### config.mk
export PLATFORM = sky130hd
export DESIGN_NAME = uart_tx_frame_engine
export DESIGN_NICKNAME = d
export VERILOG_FILES = /design/src/rtl/uart_tx_frame_engine.sv
export SDC_FILE = /design/constraint.sdc
export NUM_CORES = 1
export LEC_CHECK = 0
export ABC_CLOCK_PERIOD_IN_PS = 2100
export CORE_MARGIN = 5
export CORE_UTILIZATION = 50
export DETAILED_ROUTE_END_ITERATION = 8
export PLACE_DENSITY = 0.76
export SLEW_MARGIN = 20
export SYNTH_ARGS = -nofsm -noshare
export SYNTH_HDL_FRONTEND = slang
export SYNTH_SLANG_ARGS = --single-unit
### constraint.sdc
create_clock -name clk -period 2.1 [get_ports clk]
set_input_delay 0.42 -clock clk [delete_from_list [all_inputs] [get_ports clk]]
set_output_delay 0.42 -clock clk [all_outputs]
set_load 0.01 [all_outputs]
### src/rtl/uart_tx_frame_engine.sv
// rtl/uart_tx_frame_engine.sv - UART transmit framer: start, 5..MAX_DATA_W data bits, optional parity, 1 or 2 stop bits
module uart_tx_frame_engine #(
    parameter int MAX_DATA_W = 9,
    parameter int DIV_W      = 16
) (
    input  logic                  clk,
    input  logic                  rst,
    input  logic [DIV_W-1:0]      divider_i,
    input  logic [4:0]            frame_len_i,
    input  logic [1:0]            parity_mode_i,
    input  logic                  dstop_i,
    input  logic                  flow_control_i,
    input  logic                  cts_n_i,
    input  logic [MAX_DATA_W-1:0] data_i,
    input  logic                  valid_i,
    output logic                  ready_o,
    output logic                  tx_o,
    output logic                  busy_o,
    output logic                  frame_done_o
);

    localparam int         CNT_W   = $clog2(MAX_DATA_W + 1);
    localparam logic [4:0] MAX_LEN = 5'(MAX_DATA_W);

    typedef enum logic [2:0] {
        IDLE,
        START,
        DATA,
        PARITY,
        STOP,
        DSTOP
    } state_t;

    state_t                state_q, state_d;
    logic [DIV_W-1:0]      baud_q, baud_d;
    logic [DIV_W-1:0]      div_q;
    logic [CNT_W-1:0]      bit_q, bit_d;
    logic [CNT_W-1:0]      len_q;
    logic [MAX_DATA_W-1:0] shift_q, shift_d;
    logic                  par_en_q, par_bit_q, dstop_q;
    logic                  tx_q, tx_d;
    logic                  cts_meta_n, cts_sync_n;

    logic [4:0]            len_eff;
    logic [MAX_DATA_W-1:0] len_mask;
    logic                  par_calc;
    logic                  par_bit;
    logic                  take;
    logic                  bit_end;

    // CTS is asynchronous to clk; only the second flop is ever looked at
    always_ff @(posedge clk or posedge rst) begin
        if (rst) begin
            cts_meta_n <= 1'b1;
            cts_sync_n <= 1'b1;
        end else begin
            cts_meta_n <= cts_n_i;
            cts_sync_n <= cts_meta_n;
        end
    end

    assign ready_o = !rst && (state_q == IDLE) && (!flow_control_i || !cts_sync_n);
    assign take    = valid_i && ready_o;
    assign bit_end = (baud_q == '0);

    // Clamp length and compute parity over only the N live data bits
    always_comb begin
        len_mask = '0;
        if (frame_len_i < 5'd5) begin
            len_eff = 5'd5;
        end else if (frame_len_i > MAX_LEN) begin
            len_eff = MAX_LEN;
        end else begin
            len_eff = frame_len_i;
        end
        for (int i = 0; i < MAX_DATA_W; i++) begin
            len_mask[i] = (5'(i) < len_eff);
        end
        par_calc = ^(data_i & len_mask);
        case (parity_mode_i)
            2'b01:   par_bit = par_calc;
            2'b10:   par_bit = ~par_calc;
            2'b11:   par_bit = 1'b1;
            default: par_bit = 1'b0;
        endcase
    end

    always_comb begin
        state_d = state_q;
        baud_d  = baud_q;
        bit_d   = bit_q;
        shift_d = shift_q;
        tx_d    = tx_q;

        if (state_q != IDLE) begin
            baud_d = bit_end ? div_q : baud_q - 1'b1;
        end

        case (state_q)
            IDLE: begin
                tx_d = 1'b1;
                if (take) begin
                    state_d = START;
                    tx_d    = 1'b0;
                    baud_d  = divider_i;
                    shift_d = data_i;
                    bit_d   = '0;
                end
            end
            START: begin
                if (bit_end) begin
                    state_d = DATA;
                    tx_d    = shift_q[0];
                    bit_d   = '0;
                end
            end
            DATA: begin
                if (bit_end) begin
                    if (bit_q == len_q - CNT_W'(1)) begin
                        state_d = par_en_q ? PARITY : STOP;
                        tx_d    = par_en_q ? par_bit_q : 1'b1;
                    end else begin
                        shift_d = shift_q >> 1;
                        tx_d    = shift_q[1];
                        bit_d   = bit_q + CNT_W'(1);
                    end
                end
            end
            PARITY: begin
                if (bit_end) begin
                    state_d = STOP;
                    tx_d    = 1'b1;
                end
            end
            STOP: begin
                if (bit_end) begin
                    state_d = dstop_q ? DSTOP : IDLE;
                    tx_d    = 1'b1;
                end
            end
            DSTOP: begin
                if (bit_end) begin
                    state_d = IDLE;
                    tx_d    = 1'b1;
                end
            end
            default: begin
                state_d = IDLE;
                tx_d    = 1'b1;
            end
        endcase
    end

    always_ff @(posedge clk or posedge rst) begin
        if (rst) begin
            state_q <= IDLE;
            baud_q  <= '0;
            bit_q   <= '0;
            shift_q <= '0;
            tx_q    <= 1'b1;
        end else begin
            state_q <= state_d;
            baud_q  <= baud_d;
            bit_q   <= bit_d;
            shift_q <= shift_d;
            tx_q    <= tx_d;
        end
    end

    // Frame configuration is frozen at the handshake so CSR writes mid-frame are harmless
    always_ff @(posedge clk or posedge rst) begin
        if (rst) begin
            div_q     <= '0;
            len_q     <= '0;
            par_en_q  <= 1'b0;
            par_bit_q <= 1'b0;
            dstop_q   <= 1'b0;
        end else if (take) begin
            div_q     <= divider_i;
            len_q     <= CNT_W'(len_eff);
            par_en_q  <= (parity_mode_i != 2'b00);
            par_bit_q <= par_bit;
            dstop_q   <= dstop_i;
        end
    end

    assign tx_o         = tx_q;
    assign busy_o       = (state_q != IDLE);
    assign frame_done_o = bit_end && (((state_q == STOP) && !dstop_q) || (state_q == DSTOP));

endmodule

==> impl_summary.txt, run 1 <==
----------------------------------------------------
[Cells and area]
  Most frequent cells in the layout ... 69 x sky130_fd_sc_hd__nand2_1, 59 x sky130_fd_sc_hd__buf_4, 54 x sky130_fd_sc_hd__dfrtp_1
  Core Util, Final ... 75.6%
  Post-layout nets ... 511
  Share of post-route cells with drive strength above 1 ... 29.5%
  Antenna diodes ... 0
  Area added between synthesis and finish ... 47.1%
  Leading cell type in the layout, fill and taps excluded ... sky130_fd_sc_hd__nand2_1

[Place]
  Port Buffer Count ... 41
  Detailed Place HPWL ... 5.79 mm
  Worst setup timing slack at the placement stage ... -0.307 ns
  Final weighted congestion of routability-driven global placement ... 0.858

[GRT]
  Vias in the first global route ... 3000
  Overall overflow remaining after global route ... 0
  Initial antenna violation count ... 0
  Global-route usage over all layers ... 20.5%
  Maximum number of pins on one net before global-route repair ... 47
  Global-route wire length before repair ... 13.8 mm

[Worst setup path]
  RR Startpoint ... baud_q[9]
  Depth of the worst register-to-register path ... 8
  Delay-heaviest family, CP ... simple AND/OR/NAND/NOR gates
  Crit-path max cell delay ... 0.55 ns
  Terminus of the critical flop-to-flop path ... bit_q[1]
  Ordered list of cells on the worst path ... or4_4 > and4b_2 > o2111a_1 > buf_2
  Classification of the worst setup path ... reg2out
  Critical Path End Type ... output pin
  Slowest-stage cell, CP ... sky130_fd_sc_hd__or4_4
  Data arrival time of the worst path ... 1.95 ns
  Critical path data required time ... 1.68 ns
  Critical-path maximum fanout ... 2
  Worst setup path startpoint ... baud_q[9]
  Worst path bufs/invs ... 1
  Worst reg-to-reg setup slack ... -0.24 ns
  CP startpoint kind ... flop

[Clock network]
  Cell at the root of the clock tree ... sky130_fd_sc_hd__clkbuf_8
  Clock transition at the register clock pins on the worst setup and hold paths after CTS ... 0.07 ns
  Hold buffer count at CTS ... 0
  Latest clock arrival within the worst-skew pair ... 0.35 ns
  Number of clock buffers inserted by TritonCTS ... 9
  Number of sinks handled by clock tree synthesis ... 58
  Maximum level of the CTS H-tree ... 3
  Bufs on Longest Clock Path ... 2
  CTS tree ... done

[Job]
  Max Cap Viol ... 0

[Timing]
  Worst relative slew slack ... 69.1%
  Clock tree skew after final layout ... 0.0119 ns
  Final min period ... 2.37 ns
  Max Transition Viols Final ... 0
  Slack of the critical path ... -0.267 ns
  Final worst-path cycle share ... 113%
  Final TNS setup ... -4.73 ns
  Number of setup violations in the final report ... 33
  Peak clock frequency supported by timing ... 0.422 GHz
  Endpoints failing hold ... 0
  Worst-margin pin slew ... 0.463 ns
  RSZ-0062 raised after global routing ... yes

[Power]
  Peak ir drop on the vdd network ... 1070 µV
  Total power per unit cell area ... 1180 nW/µm²
  Leakage power of the design ... 2.22 nW
  Total chip power ... 5.67 mW

[Status]
  Run status ... finished with violations
  Failing checks ... negative setup slack

[Synthesis]
  Proportion of synthesized chip area in sequential cells ... 44.6%
  Post-synth top flop ... sky130_fd_sc_hd__dfrtp_1
  Post-Syn Area per Cell ... 9.04 µm²
  Number of synthesized flops with an enable pin ... 0
  Synth warn ... 0
  FF+latch count, synth ... 58
  Synthesized Nets ... 403
  Synthesized instance count ... 361
  Post-synthesis async set-or-reset flop share ... 100%
  Number of distinct library cell variants in the gate-level netlist after synthesis ... 54
  Netlist Area Pre-Place ... 3260 µm²

[Die]
  Chip width ... 90.8 µm
  Initial Utilization ... 51.4%
  Core Rows ... 29
  Std-Cell Core Area ... 6350 µm²
  Area of the die ... 8240 µm²
  Die boundary height ... 90.8 µm
  Number of primary I/O pins ... 42

[Route]
  Drt wl/cell ... 17.1 µm
  Via count normalized by instance count ... 5.73
  Number of DRC markers in iteration 0 ... 131
  Residual antenna-violating net count after detailed routing ... 0
  Number of optimization iterations in the first detailed-route pass ... 4
  Vias after detailed routing ... 3158
  Total routed wirelength ... 9.45 mm
  Number of design rule violations left after detail routing ... 0

[Worst hold path]
  Worst min-delay path category ... reg2reg
  Destination of the worst hold path ... cts_sync_n
  Count of cells along the worst hold path ... 0
  Hold path startpoint ... cts_meta_n

----------------------------------------------------
## through the flow
stage / instance area [µm²] / hold slack [ns] / instances
after floorplan: 3270 / 0.345 / 361
after global placement: 4100 / 0.346 / 513
after detailed placement: 4100 / 0.349 / 513
after CTS: 4370 / 0.368 / 532
after global routing: 4800 / 0.371 / 551
final: 4800 / 0.361 / 551
## repair_timing
item,CTS,global route
pin swaps,4,16
setup buffers,3,17
gates resized for setup,17,63
setup endpoints to repair,20,35
gates cloned,0,2
## flip-flops by register name, indices dropped and copies added (netlist names), 3 cells and up
name     flops
shift_q      9
div_q       16
state_q      3
len_q        4
bit_q        4
baud_q      16
## report_power, final
part,total (mW),switching [mW],internal (mW)
sequential,1.90,0.319,1.58
clock,1.14,0.471,0.666
combinational,2.63,1.33,1.31
## synth_stat cells, types with 2 or more instances
cell | instances | area (µm²)
sky130_fd_sc_hd__nand2_1 | 73 | 274
sky130_fd_sc_hd__dfrtp_1 | 55 | 1380
sky130_fd_sc_hd__nor2_1 | 34 | 128
sky130_fd_sc_hd__o21ai_0 | 22 | 110
sky130_fd_sc_hd__mux2i_1 | 19 | 190
sky130_fd_sc_hd__a21oi_1 | 16 | 80.1
sky130_fd_sc_hd__xnor2_1 | 14 | 123
sky130_fd_sc_hd__o22ai_1 | 13 | 81.3
sky130_fd_sc_hd__clkbuf_1 | 12 | 45.0
sky130_fd_sc_hd__nor3_1 | 11 | 55.1
sky130_fd_sc_hd__inv_1 | 9 | 33.8
sky130_fd_sc_hd__o211ai_1 | 8 | 60.1
sky130_fd_sc_hd__xor2_1 | 7 | 61.3
sky130_fd_sc_hd__ha_1 | 4 | 50.1
sky130_fd_sc_hd__mux2_2 | 4 | 45.0
sky130_fd_sc_hd__nand3_1 | 4 | 20.0
sky130_fd_sc_hd__nor3b_1 | 4 | 30.0
sky130_fd_sc_hd__nor4_1 | 4 | 25.0
sky130_fd_sc_hd__a211oi_1 | 3 | 22.5
sky130_fd_sc_hd__dfstp_2 | 3 | 78.8
sky130_fd_sc_hd__a22o_1 | 2 | 17.5
sky130_fd_sc_hd__a22oi_1 | 2 | 15.0
sky130_fd_sc_hd__buf_1 | 2 | 7.51
sky130_fd_sc_hd__buf_4 | 2 | 15.0
sky130_fd_sc_hd__nor2b_1 | 2 | 12.5
sky130_fd_sc_hd__nor4b_1 | 2 | 17.5
sky130_fd_sc_hd__o21ai_1 | 2 | 10.0
sky130_fd_sc_hd__or4_4 | 2 | 22.5
## cells by family after synthesis
group,after synthesis,share of synthesized area [%]
AOI/OAI and AO/OA,80,16.0
xor gates and xnor gates,22,6.33
adders and majority gates,4,1.53
buffers and inverters,27,3.61
and+or+nand+nor,146,20.4
muxes,24,7.56
DFF,58,44.6
## layout make-up
| type | count | area (µm²) |
|---|---|---|
| Multi-Input combinational cell | 276 | 1910 |
| Fill cell | 400 | 1550 |
| Sequential cell | 58 | 1460 |
| Timing Repair Buffer | 115 | 1090 |
| Clock buffer | 11 | 131 |
| Tap cell | 77 | 96.3 |
| Clock inverter | 5 | 80.1 |
| Inverter | 9 | 33.8 |
## worst max-delay path by stage
stage | endpoint | slack, ns | cells past startpoint
4_1_cts | frame_done_o | -0.23 | 4
3_5_place_dp | frame_done_o | -0.31 | 6
3_3_place_gp | frame_done_o | -0.27 | 4
2_1_floorplan | frame_done_o | 0.0009 | 5
5_1_grt | state_q[2] | -0.30 | 9
6_report | frame_done_o | -0.27 | 4
## layer usage
layer  vias up  track usage (%)  wire, µm
met4         0             6.60       175
li1       1481                -         -
met1      1568             23.7      3670
met2        88             36.0      5140
met5         -                0         0
met3        21             6.42       454
(Power assumes the default switching activity.)
==> inputs of run 2 (changes only) <==
--- a/config.mk
+++ b/config.mk
@@ -6,7 +6,7 @@
 export NUM_CORES = 1
 export LEC_CHECK = 0
 export ABC_CLOCK_PERIOD_IN_PS = 2100
-export CORE_MARGIN = 5
+export CORE_MARGIN = 2
 export CORE_UTILIZATION = 50
 export DETAILED_ROUTE_END_ITERATION = 8
 export PLACE_DENSITY = 0.76
==> constraint.sdc (replaced) <==
create_clock -name clk -period 2.1 [get_ports clk]
set_input_delay 0.63 -clock clk [delete_from_list [all_inputs] [get_ports clk]]
set_output_delay 0.63 -clock clk [all_outputs]
set_load 0.01 [all_outputs]
==> impl_summary.txt, run 2 (same netlist as run 1, synthesis figures left out) <==
----------------------------------------------------
[Cells and area]
  Storage cell area ... 1460 µm² (about the same)
  Area added between synthesis and finish ... 48.0%
  Share of post-route cells with drive strength above 1 ... 30.7% (+1.2 points)
  Core Util, Final ... 76.5% (+0.87 points)
  Area of the multi-input gates ... 1910 µm² (-0.26%)
  Largest registers ... baud_q (16), div_q (16), shift_q (9)
  Antenna diodes ... 0 (unchanged)
  Leading cell type in the layout, fill and taps excluded ... sky130_fd_sc_hd__nand2_1
  Total of fill cells in the finished design ... 414 (+3.5%)
  Post-layout nets ... 519 (+1.6%)
  Most frequent cells in the layout ... 71 x sky130_fd_sc_hd__nand2_1, 60 x sky130_fd_sc_hd__buf_4, 55 x sky130_fd_sc_hd__dfrtp_1

[Route]
  Number of optimization iterations in the first detailed-route pass ... 4 (unchanged)
  Total routed wirelength ... 9.66 mm (+2.2%)
  Number of DRC markers in iteration 0 ... 174 (+33%)
  Vias after detailed routing ... 3185 (+0.85%)
  Number of design rule violations left after detail routing ... 0 (unchanged)
  Residual antenna-violating net count after detailed routing ... 0 (unchanged)
  Via count normalized by instance count ... 5.70 (-0.59%)
  Drt wl/cell ... 17.3 µm (+0.78%)

[Power]
  Leakage power of the design ... 2.27 nW (+2.6%)
  Flop pwr share ... 34.4% (+0.9 points)
  Sw frac ... 38.3% (+1.0 points)
  Psw ... 2.12 mW (+0.11%)
  Peak ir drop on the vdd network ... 805 µV (-25%)
  Share of total power in combinational logic ... 47.9% (+1.5 points)
  Total chip power ... 5.53 mW (-2.6%)
  Internal Power ... 3.41 mW (-4.1%)
  Clock share of power ... 17.7% (-2.4 points)
  Total power per unit cell area ... 1140 nW/µm² (-3.1%)

[GRT]
  Vias in the first global route ... 3159 (+5.3%)
  Global-route wire length before repair ... 14.5 mm (+5.0%)
  Initial antenna violation count ... 0 (unchanged)
  Global-route usage over all layers ... 25.7% (+5.1 points)
  Maximum number of pins on one net before global-route repair ... 30 (-36%)
  Overall overflow remaining after global route ... 0 (unchanged)

[Worst setup path]
  Critical-path maximum fanout ... 2 (unchanged)
  Critical path data required time ... 1.47 ns (-0.21 ns)
  Worst reg-to-reg setup slack ... -0.36 ns (-0.12 ns)
  CP startpoint kind ... flop
  Ordered list of cells on the worst path ... or4_4 > and4b_2 > o2111a_1 > buf_2
  Critical Path End Type ... output pin
  Terminus of the critical flop-to-flop path ... bit_q[1]
  Depth of the worst register-to-register path ... 9 (+1)
  Slowest-stage cell, CP ... sky130_fd_sc_hd__or4_4
  Classification of the worst setup path ... reg2out
  Crit-path max cell delay ... 0.55 ns (about the same)
  Data arrival time of the worst path ... 1.94 ns (about the same)
  RR Startpoint ... baud_q[10]
  Worst setup path startpoint ... baud_q[10]
  Critical path endpoint ... frame_done_o

[Worst hold path]
  Hold path startpoint ... cts_meta_n
  Worst min-delay path category ... reg2reg

[Place]
  Final weighted congestion of routability-driven global placement ... 0.875 (+1.9%)
  Worst setup timing slack at the placement stage ... -0.542 ns (-0.235 ns)
  Port Buffer Count ... 41 (unchanged)
  Detailed Place HPWL ... 5.80 mm (+0.25%)

[Clock network]
  Hold buffer count at CTS ... 0 (unchanged)
  CTS tree ... done
  Latest clock arrival within the worst-skew pair ... 0.35 ns (about the same)
  Maximum level of the CTS H-tree ... 3 (unchanged)
  Bufs on Longest Clock Path ... 2 (unchanged)
  Clock transition at the register clock pins on the worst setup and hold paths after CTS ... 0.07 ns (about the same)
  Cell at the root of the clock tree ... sky130_fd_sc_hd__clkbuf_8
  Number of sinks handled by clock tree synthesis ... 58 (unchanged)
  Number of clock buffers inserted by TritonCTS ... 9 (unchanged)

[Die]
  Core Rows ... 29 (unchanged)
  Chip width ... 84.8 µm (-6.6%)
  Number of primary I/O pins ... 42 (unchanged)
  Initial Utilization ... 51.7% (+0.30 points)
  Std-Cell Core Area ... 6310 µm² (-0.57%)
  Die boundary height ... 84.8 µm (-6.6%)
  Area of the die ... 7190 µm² (-13%)

[Timing]
  Smallest hold slack ... 0.378 ns (+0.0172 ns)
  Worst-margin pin slew ... 0.496 ns (+0.0329 ns)
  RSZ-0062 raised after global routing ... yes
  Clock tree skew after final layout ... 0.0106 ns (-0.00126 ns)
  Max Transition Viols Final ... 0 (unchanged)
  Peak clock frequency supported by timing ... 0.389 GHz (-7.9%)
  Final min period ... 2.57 ns (+0.202 ns)
  Endpoints failing hold ... 0 (unchanged)
  Slack of the critical path ... -0.470 ns (-0.202 ns)
  Number of setup violations in the final report ... 34 (+3.0%)
  Final worst-path cycle share ... 122% (+9.6 points)
  Worst relative slew slack ... 66.7% (-2.4 points)

[Job]
  Max Cap Viol ... 0 (unchanged)

[Status]
  Run status ... finished with violations
  Failing checks ... negative setup slack

----------------------------------------------------
[run 2: repair_timing]
action,CTS,global route
setup endpoints to repair,24,49
pin swaps,13,21
cloned,0,1
gates resized for setup,41,58
setup buffers,5,13
[run 2: cell type report]
class | instances | area share [%]
Inverter | 9 | 0.700
Timing Repair Buffer | 123 | 23.9
Sequential cell | 58 | 30.1
Tap cell | 77 | 2.00
Clock inverter | 2 | 0.207
Clock buffer | 14 | 3.58
Multi-Input combinational cell | 276 | 39.5
[run 2: metal layers]
metal	part of all wire, %	up-vias	track usage, %
li1	-	1493	-
met1	40	1544	31.7
met2	52	112	41.4
met3	4.8	36	3.83
met4	3.4	0	17.6
met5	0	-	0
[run 2: how the worst min path moves through the flow]
stage,to,slack [ns],cells past startpoint
after floorplan,cts_sync_n,0.35,0
after CTS,cts_sync_n,0.37,0
final,cts_sync_n,0.38,0
after global placement,cts_sync_n,0.35,0
after global routing,cts_sync_n,0.37,0
after detailed placement,cts_sync_n,0.36,0
[run 2: power by group through the flow]
stage	Sequential, mW	Clock, mW	Combinational [mW]
3_3_place_gp	1.84	0	2.15
5_1_grt	1.96	1.04	2.89
2_1_floorplan	1.88	0	1.29
6_report	1.90	0.977	2.65
4_1_cts	1.86	0.974	2.38
3_5_place_dp	1.87	0	2.22
[run 2: critical path: cells and delay by family (launching register included)]
family          cells  cell delay, ns
compound gates      1            0.18
buf+inv             1            0.12
flops               1            0.38
simple gates        2            0.90
[run 2: through the flow]
stage               TNS [ns]  area (µm²)  std cells
floorplan             -0.209        3270        361
finish                 -6.79        4830        559
global route           -8.87        4830        559
CTS                    -2.20        4510        546
detailed placement     -7.96        4200        525
global placement       -5.52        4200        525
